### src/rtl/loader_pkg.sv
// Shared types and default widths for the boot-time program loader.
package loader_pkg;

    localparam int LOADER_ADDR_W = 16;
    localparam int LOADER_DATA_W = 8;

    typedef enum logic [2:0] {
        LEN_H,
        LEN_L,
        DATA,
        WRITE,
        CHK,
        RUN,
        ERROR
    } loader_state_t;

endpackage

### src/rtl/program_loader.sv
// Holds the CPU in reset while a length/payload/checksum stream is written into RAM,
// then hands the RAM bus to the CPU as a zero-latency pass-through.
module program_loader
    import loader_pkg::*;
#(
    parameter int                ADDR_W    = LOADER_ADDR_W,
    parameter int                DATA_W    = LOADER_DATA_W,
    parameter logic [ADDR_W-1:0] BASE_ADDR = '0
) (
    input  logic              clk_in,
    input  logic              reset_in,
    input  logic              boot_req,
    input  logic [DATA_W-1:0] rx_data,
    input  logic              rx_valid,
    output logic              rx_ready,
    input  logic [ADDR_W-1:0] cpu_addr_in,
    input  logic [DATA_W-1:0] cpu_data_in,
    input  logic              cpu_wr_in,
    input  logic              cpu_oe_in,
    output logic [ADDR_W-1:0] ram_addr_out,
    output logic [DATA_W-1:0] ram_data_out,
    output logic              ram_wr_out,
    output logic              ram_oe_out,
    output logic              cpu_reset_out,
    output logic              load_done,
    output logic              load_error
);

    loader_state_t     state_q, state_d;
    logic [15:0]       len_q, len_d;
    logic [15:0]       idx_q, idx_d;
    logic [DATA_W-1:0] sum_q, sum_d;
    logic [ADDR_W-1:0] wr_addr_q, wr_addr_d;
    logic [DATA_W-1:0] wr_data_q, wr_data_d;
    logic              rx_ready_q, rx_ready_d;
    logic              ram_wr_q, ram_wr_d;
    logic              run_q, run_d;
    logic              error_q, error_d;

    logic              accept;
    logic [15:0]       idx_inc;

    assign accept  = rx_valid && rx_ready_q;
    assign idx_inc = idx_q + 16'd1;

    always_comb begin
        state_d   = state_q;
        len_d     = len_q;
        idx_d     = idx_q;
        sum_d     = sum_q;
        wr_addr_d = wr_addr_q;
        wr_data_d = wr_data_q;

        case (state_q)
            LEN_H: begin
                if (accept) begin
                    len_d[15:8] = 8'(rx_data);
                    state_d     = LEN_L;
                end
            end
            LEN_L: begin
                if (accept) begin
                    len_d[7:0] = 8'(rx_data);
                    idx_d      = '0;
                    sum_d      = '0;
                    state_d    = ({len_q[15:8], 8'(rx_data)} == 16'd0) ? CHK : DATA;
                end
            end
            DATA: begin
                if (accept) begin
                    wr_addr_d = BASE_ADDR + ADDR_W'(idx_q);
                    wr_data_d = rx_data;
                    state_d   = WRITE;
                end
            end
            WRITE: begin
                sum_d   = sum_q + wr_data_q;
                idx_d   = idx_inc;
                state_d = (idx_inc == len_q) ? CHK : DATA;
            end
            CHK: begin
                if (accept) begin
                    state_d = (rx_data == sum_q) ? RUN : ERROR;
                end
            end
            default: begin
            end
        endcase

        // A restart wins over everything, including a byte offered in the same cycle.
        if (boot_req) begin
            state_d   = LEN_H;
            len_d     = '0;
            idx_d     = '0;
            sum_d     = '0;
            wr_addr_d = '0;
            wr_data_d = '0;
        end

        rx_ready_d = (state_d == LEN_H) || (state_d == LEN_L) ||
                     (state_d == DATA)  || (state_d == CHK);
        ram_wr_d   = (state_d == WRITE);
        run_d      = (state_d == RUN);
        error_d    = (state_d == ERROR);
    end

    always_ff @(posedge clk_in or negedge reset_in) begin
        if (!reset_in) begin
            state_q    <= LEN_H;
            len_q      <= '0;
            idx_q      <= '0;
            sum_q      <= '0;
            wr_addr_q  <= '0;
            wr_data_q  <= '0;
            rx_ready_q <= 1'b1;
            ram_wr_q   <= 1'b0;
            run_q      <= 1'b0;
            error_q    <= 1'b0;
        end else begin
            state_q    <= state_d;
            len_q      <= len_d;
            idx_q      <= idx_d;
            sum_q      <= sum_d;
            wr_addr_q  <= wr_addr_d;
            wr_data_q  <= wr_data_d;
            rx_ready_q <= rx_ready_d;
            ram_wr_q   <= ram_wr_d;
            run_q      <= run_d;
            error_q    <= error_d;
        end
    end

    // Once running, the CPU owns the RAM bus with no register in the path.
    always_comb begin
        if (run_q) begin
            ram_addr_out = cpu_addr_in;
            ram_data_out = cpu_data_in;
            ram_wr_out   = cpu_wr_in;
            ram_oe_out   = cpu_oe_in;
        end else begin
            ram_addr_out = wr_addr_q;
            ram_data_out = wr_data_q;
            ram_wr_out   = ram_wr_q;
            ram_oe_out   = 1'b0;
        end
    end

    assign rx_ready      = rx_ready_q;
    assign cpu_reset_out = !run_q;
    assign load_done     = run_q;
    assign load_error    = error_q;

endmodule
### config.mk
export PLATFORM = sky130hd
export DESIGN_NAME = program_loader
export DESIGN_NICKNAME = d
export VERILOG_FILES = /design/src/rtl/loader_pkg.sv /design/src/rtl/program_loader.sv
export SDC_FILE = /design/constraint.sdc
export NUM_CORES = 1
export LEC_CHECK = 0
export CAP_MARGIN = 20
export CORE_MARGIN = 3
export CORE_UTILIZATION = 52
export DETAILED_ROUTE_END_ITERATION = 16
export PLACE_DENSITY = 0.78
export SYNTH_ARGS = -nofsm -noshare
export SYNTH_HDL_FRONTEND = slang
export SYNTH_SLANG_ARGS = --single-unit
### constraint.sdc
create_clock -name clk_in -period 9.6 [get_ports clk_in]
set_clock_uncertainty 0.15 [all_clocks]
set_input_delay 1.92 -clock clk_in [delete_from_list [all_inputs] [get_ports clk_in]]
set_output_delay 1.92 -clock clk_in [all_outputs]
set_load 0.02 [all_outputs]
# Word level (Yosys, flattened, before mapping)
# Cells that the tools add are included.
# op_classes
addsub	2
n_eq_ne	13
muxes	28
reduce_logical	17
# op_table
cell	count
two-way mux 16 bit	7
two-way mux 8 bit	8
one-hot mux 16 bit (2 select lines)	1
two-way mux 3 bit	7
adder 16 x 1 -> 16 bit (second input constant)	1
equality test 16 bit	1
zero test 16 bit	1
one-hot mux 8 bit (2 select lines)	1
one-hot mux 3 bit (5 select lines)	1
equality test 3 x 2 -> 1 bit (second input constant)	4
equality test 3 bit (second input constant)	4
adder 8 bit	1
equality test 8 bit	1
AND reduction 2 bit	4
nonzero test 2 bit	4
equality test 3 x 1 -> 1 bit (second input constant)	2
zero test 3 bit	2
logical OR 1 bit	3
!= test 3 bit (second input constant)	1
nonzero test 3 bit	1
two-way mux 1 bit	2
two-way mux 2 bit	1
logical AND 1 bit	1
zero test 1 bit	1
# word_totals
ff_bits	71
in_bits	38
out_inout_bits	30
wordCells	71

# Depth between registers and ports, before layout
# Gate-level depths: netlist of run 1.
# depth
word_depth	9
mapped_depth	11
depth_no_buf	10

# Worst setup path after synthesis of run 1
# No wires, ideal clock.
# synth_path
kind	in2out
from	in cpu_addr_in[0]
to	out ram_addr_out[0]
t_arrival_ns	2.225
required_ns	7.530
setup_slack_ns	5.305
stages	1
n_path_buf	0
cell_sequence	mux2_2
# synth_between
elab_chain_cells	1
# synth_rtl
element	line	rtl
start, declared	program_loader.sv:16	input logic [ADDR_W-1:0] cpu_addr_in,
two-way mux 16 bit	program_loader.sv:135	if (run_q) begin
end, declared	program_loader.sv:20	output logic [ADDR_W-1:0] ram_addr_out,
# No other way between the ends.

# Worst setup path after layout of run 1
# layout_path
from	in cpu_data_in[3]
to	out ram_data_out[3]
# layout_between
elab_chain_cells	1
# layout_rtl
element	line	rtl
start, declared	program_loader.sv:17	input logic [DATA_W-1:0] cpu_data_in,
two-way mux 8 bit	program_loader.sv:135	
end, declared	program_loader.sv:21	output logic [DATA_W-1:0] ram_data_out,
# No other way between the ends.

==> results of run 1 <==
[cells in the mapped netlist (all sizes together), types with 3 or more instances]
library cell  number  area [um^2]
a21o               4         30.0
a21oi             21          105
a22o              19          166
a31oi              7         43.8
and3               5         36.3
and4               3         28.8
buf               10         76.3
clkbuf            21         78.8
dfrtp             70         1750
ha                 8          100
inv                9         33.8
mux2              25          282
mux2i             10          100
nand2             38          143
nand2b             9         56.3
nand3             21          110
nand4              9         56.3
nor2              30          115
nor3               5         25.0
nor4               7         50.1
o21ai             37          185
o31ai              5         37.5
or4                5         41.3
xnor2             25          219
xor2              11          104
[how the worst max path moves through the flow]
stage	endpoint	slack, ns	depth (start not counted)	from
2_1_floorplan	ram_addr_out[0]	5.30	1	cpu_addr_in[0]
3_3_place_gp	ram_data_out[1]	4.40	4	cpu_data_in[1]
3_5_place_dp	ram_addr_out[15]	4.38	3	cpu_addr_in[15]
4_1_cts	ram_addr_out[15]	4.37	3	cpu_addr_in[15]
5_1_grt	ram_data_out[1]	4.35	4	cpu_data_in[1]
6_report	ram_data_out[3]	4.38	3	cpu_data_in[3]
[final cells by class]
class | count | area, um^2
fill | 646 | 2650
inverter | 9 | 33.8
tap | 102 | 128
clock buffer | 11 | 151
timing repair buffer | 75 | 729
multi-input combinational | 330 | 2250
sequential | 71 | 1780
clock inverter | 5 | 80.1
[power breakdown]
group / switching [W] / internal, W / leakage (nW)
logic: 0.0000460 / 0.0000399 / 1.13
registers: 0.0000107 / 0.000308 / 0.975
clock network: 0.000118 / 0.000160 / 0.112
total: 0.000175 / 0.000508 / 2.22
[worst max-delay path: stages]
cell and delay, ns:
clkdlybuf4s50_1 0.41, mux2_2 0.27, clkdlybuf4s50_1 0.55
[stage by stage]
step / area (um^2) / utilization / cells
6_report: 5150 / 0.660 / 603
3_3_place_gp: 4900 / 0.628 / 585
3_5_place_dp: 4920 / 0.630 / 587
5_1_grt: 5150 / 0.660 / 603
4_1_cts: 5150 / 0.660 / 603
2_1_floorplan: 4220 / - / 441
[flip-flops by register name, indices dropped and copies added (netlist names)]
name        cells
idx_q          16
sum_q           8
load_error      1
wr_addr_q      16
load_done       1
ram_wr_q        1
wr_data_q       8
state_q         3
rx_ready        1
len_q          16
[placed cells by master (no fill, tap or decap), types with 5 or more instances in the layout]
cell	instances
a22o_1	19
xor2_1	10
nor2_1	29
nand2_1	38
ha_1	8
o31ai_1	5
nand3_1	20
nand2b_1	9
buf_4	7
mux2_2	25
inv_1	9
a31oi_1	7
clkbuf_8	11
mux2i_1	10
clkdlybuf4s50_1	66
a21oi_1	21
nor4_1	6
dfrtp_1	70
nand4_1	9
nor3_1	5
xnor2_1	25
o21ai_0	37
[cells by family after synthesis]
logic type / count (synthesis) / share of synthesized area
and+or+nand+nor: 143 / 0.175
AOI/OAI and AO/OA: 107 / 0.164
DFF: 71 / 0.421
buffers and inverters: 40 / 0.0448
xor gates and xnor gates: 36 / 0.0765
muxes: 35 / 0.0904
adders and majority gates: 9 / 0.0285
[metal layers]
| layer | wire [um] | up-vias | global-route usage | part of all wire |
|---|---|---|---|---|
| met4 | 229 | 0 | 0.114 | 0.022 |
| met3 | 668 | 21 | 0.0344 | 0.063 |
| met1 | 4580 | 1750 | 0.328 | 0.43 |
| met5 | 0 | - | 0 | 0 |
| met2 | 5140 | 132 | 0.396 | 0.48 |
| li1 | - | 1703 | - | - |
==> results.cfg, run 1 <==
[run_status]
status = finished, final reports clean

[clock_tree]
htree_levels = 3
worstSkewPairLatency_ns = 0.35
cts_buffers = 9
cts_sinks = 71
post_cts_buffers = 0
cts_hold_buf = 0
cts_tree = built
cts_resized = 0
cts_buffer_depth = 2
clk_pin_slew_ns = 0.08
cts-root-buf = clkbuf_8

[die]
dieWidth_um = 96.1
die_area_um2 = 9230
start_util = 0.541
io_pins = 68
die_h_um = 96.1
core.rowCount = 32
core_um2 = 7810

[synth]
async_reset_ff_frac = 1.00
postSynthAreaPerCell_um2 = 9.57
syn_inst = 441
synth_ff_type = dfrtp_1
ys_types = 57
yosysWarnings = 0
synth_fp_nets = 488
seq_area_frac_synth = 0.421
synth_edf_count = 0
synth_seq_cells = 71
synth_area_um2 = 4220

[grt]
grt_pass1_wl_um = 17400
overflow = 0
grt_max_degree = 72
antenna_found_initial = 0
grt_util_all_layers = 0.246
grt_pass1_vias = 3603

[hold_path]
whs_path_depth = 1
hold_class = flip-flop to flip-flop
holdCritStartpoint = wr_addr_q[3]
hold_end = wr_addr_q[3]

[cells_and_area]
num_antenna_cells = 0
areaGrowthSynthToFinish_pct = 22.1
layout.nets = 543
drive_gt1_frac = 0.118

[detailed_routing]
drt-vias-per-instance = 5.98
drt_wl_total_um = 10600
drtIter0Drc = 227
via_count = 3606
drt-pass1-iter-count = 5
routedWlPerCell_um = 17.6
drcViolationCount = 0
drtAntennaViolNets = 0

[sta]
setup_viol = 0
layout_min_cycle_time_ns = 5.22
min_period_over_period = 0.544
hold_viol_final = 0
worstMarginPinSlew_ns = 0.887
fin_tns_setup_ns = 0
maxSlewViolCount = 0
holdWs_ns = 0.350
fmax_ghz = 0.192
slew_headroom = 0.409
rsz0062_at_grt = no
finalWorstSetupSlack_ns = 4.38

[worst_setup_path]
critPathRequiredTime_ns = 7.53
r2r_start = idx_q[0]
cp.arrival_ns = 3.15
cp_max_fo = 1
critPathCaptureType = primary output
r2r_cells = 8
r2r_slack_ns = 5.80
cp-start-kind = input pin
worstSetupPathType = input pin to primary output
r2r-end = wr_addr_q[9]

[run]
cap_violations = 0

[pwr]
vdd_ir_drop_max_v = 0.0000992
p_per_area_nw_per_um2 = 132
power_w = 0.000682
power.leakage_nw = 2.22

[placed_design]
place.gp.congestion = 0.875
io_buffers = 67
pre_cts_slack_ns = 4.38
hpwlAfterDp_um = 7670
Note: power is estimated with default switching activity, not from simulation.
==> run 2: changes to the inputs <==
CORE_UTILIZATION = 49   (was 52)
PLACE_DENSITY = 0.77   (was 0.78)
clock period = 4.8 ns   (was 9.6 ns; I/O delays follow)
==> results.cfg, run 2 (synthesis gave the netlist of run 1 again) <==
[run_status]
status = finished, final reports clean

[cells_and_area]
layout.cells.non_filler = 604
areaGrowthSynthToFinish_pct = 20.9
num_antenna_cells = 0
reg.largest.list = idx_q (16), len_q (16), wr_addr_q (16)
layout.nets = 543
drive_gt1_frac = 0.112
fillers = 701
layout_common_cells = dfrtp_1 (70), clkdlybuf4s50_1 (66), nand2_1 (38), o21ai_0 (37), nor2_1 (28)
final_common_cell = dfrtp_1

[worst_setup_path]
slowest_stage = or4_1
r2r_cells = 8
cp_max_fo = 16
crit_chain = ha_1 > nand4_1 > or4_1 > xnor2_1 > or4_1 > or4_4 > and3_4 > a22o_1
cp.arrival_ns = 3.67
path_buf_inv = 0
worst_path_most_repeated_cell = or4_1
r2r_start = idx_q[0]
r2r-end = wr_addr_q[5]
worstSetupPathType = flip-flop to flip-flop
cp-start-kind = flip-flop
critPathMaxStageDelay_ns = 0.54
endpoint = wr_addr_q[5]
cp.depth = 8
critPathRequiredTime_ns = 4.88
critPathCaptureType = flip-flop
critPathTopFamily = simple AND/OR/NAND/NOR gates
startpoint = idx_q[0]
r2r_slack_ns = 1.21

[pwr]
vdd_ir_drop_max_v = 0.000188
p_per_area_nw_per_um2 = 241
power.leakage_nw = 2.20

[detailed_routing]
routedWlPerCell_um = 17.8
drt-vias-per-instance = 5.88
drtIter0Drc = 149
drt-pass1-iter-count = 4
via_count = 3549
drtAntennaViolNets = 0
drcViolationCount = 0
drt_wl_total_um = 10700

[sta]
fmax_ghz = 0.279
holdWs_ns = 0.309
slew_headroom = 0.338
min_period_over_period = 0.748
maxSlewViolCount = 0
hold_viol_final = 0
setup_viol = 0
fin_tns_setup_ns = 0
worstMarginPinSlew_ns = 0.992
layout_min_cycle_time_ns = 3.59
rsz0062_at_grt = no

[placed_design]
hpwlAfterDp_um = 7760
place.gp.congestion = 0.965
dp_cells = 589
io_buffers = 67

[clock_tree]
cts_buffers = 9
post_cts_buffers = 0
htree_levels = 3
cts-root-buf = clkbuf_8
worstSkewPairLatency_ns = 0.35
clk_pin_slew_ns = 0.07
cts_hold_buf = 0
cts_tree = built
cts_resized = 0
cts_buffer_depth = 2
cts_sinks = 71

[grt]
grt_util_all_layers = 0.230
antenna_found_initial = 0
overflow = 0
grt_max_degree = 46
grt_pass1_wl_um = 17900
grt_pass1_vias = 3504

[die]
core_um2 = 8300
start_util = 0.509
core.rowCount = 33
io_pins = 68
die_h_um = 98.8
die_area_um2 = 9760
dieWidth_um = 98.8

[run]
cap_violations = 0

[hold_path]
hold_class = input pin to async pin
## run 2: area by class of cell
class / count / area (um^2) / share of cell area
well taps: 105 / 131 / 0.0258
repair buffers: 75 / 738 / 0.145
clock inverters: 1 / 5.00 / 0.000981
multi-input cells: 330 / 2260 / 0.442
flip-flops and latches: 71 / 1780 / 0.349
clock buffers: 13 / 159 / 0.0312
inverters: 9 / 33.8 / 0.00662
## run 2: how the worst min path moves through the flow
stage | endpoint | start | cells after the start | slack (ns)
floorplan | wr_addr_q[10] | wr_addr_q[10] | 1 | 0.31
CTS | wr_addr_q[4] | wr_addr_q[4] | 1 | 0.35
finish | wr_addr_q[2] | reset_in | 1 | 0.31
global route | wr_addr_q[2] | reset_in | 1 | 0.30
global placement | wr_addr_q[6] | wr_addr_q[6] | 1 | 0.33
detailed placement | wr_addr_q[4] | wr_addr_q[4] | 1 | 0.34
## run 2: per-stage QoR
stage	total power (W)	setup WS, ns	utilization	cell area, um^2
after floorplan	0.000739	1.38	-	4220
after global placement	0.000816	1.26	0.592	4910
after CTS	0.00124	1.23	0.612	5080
final	0.00123	1.21	0.615	5100
after detailed placement	0.000820	1.13	0.592	4920
after global routing	0.00128	1.01	0.615	5100
## run 2: report_power, final
| group | internal, W | leakage (nW) | switching [W] |
|---|---|---|---|
| logic | 0.0000807 | 1.14 | 0.0000912 |
| clock network | 0.000210 | 0.0854 | 0.000208 |
| registers | 0.000616 | 0.975 | 0.0000241 |
| total | 0.000906 | 2.20 | 0.000323 |
## run 2: metal layers
layer  global-route usage  vias to the layer above  part of all wire
met4               0.0672                        0             0.023
met3               0.0630                       17             0.064
met2                0.369                      128              0.47
met1                0.304                     1707              0.44
met5                    0                        -                 0
li1                     -                     1697                 -
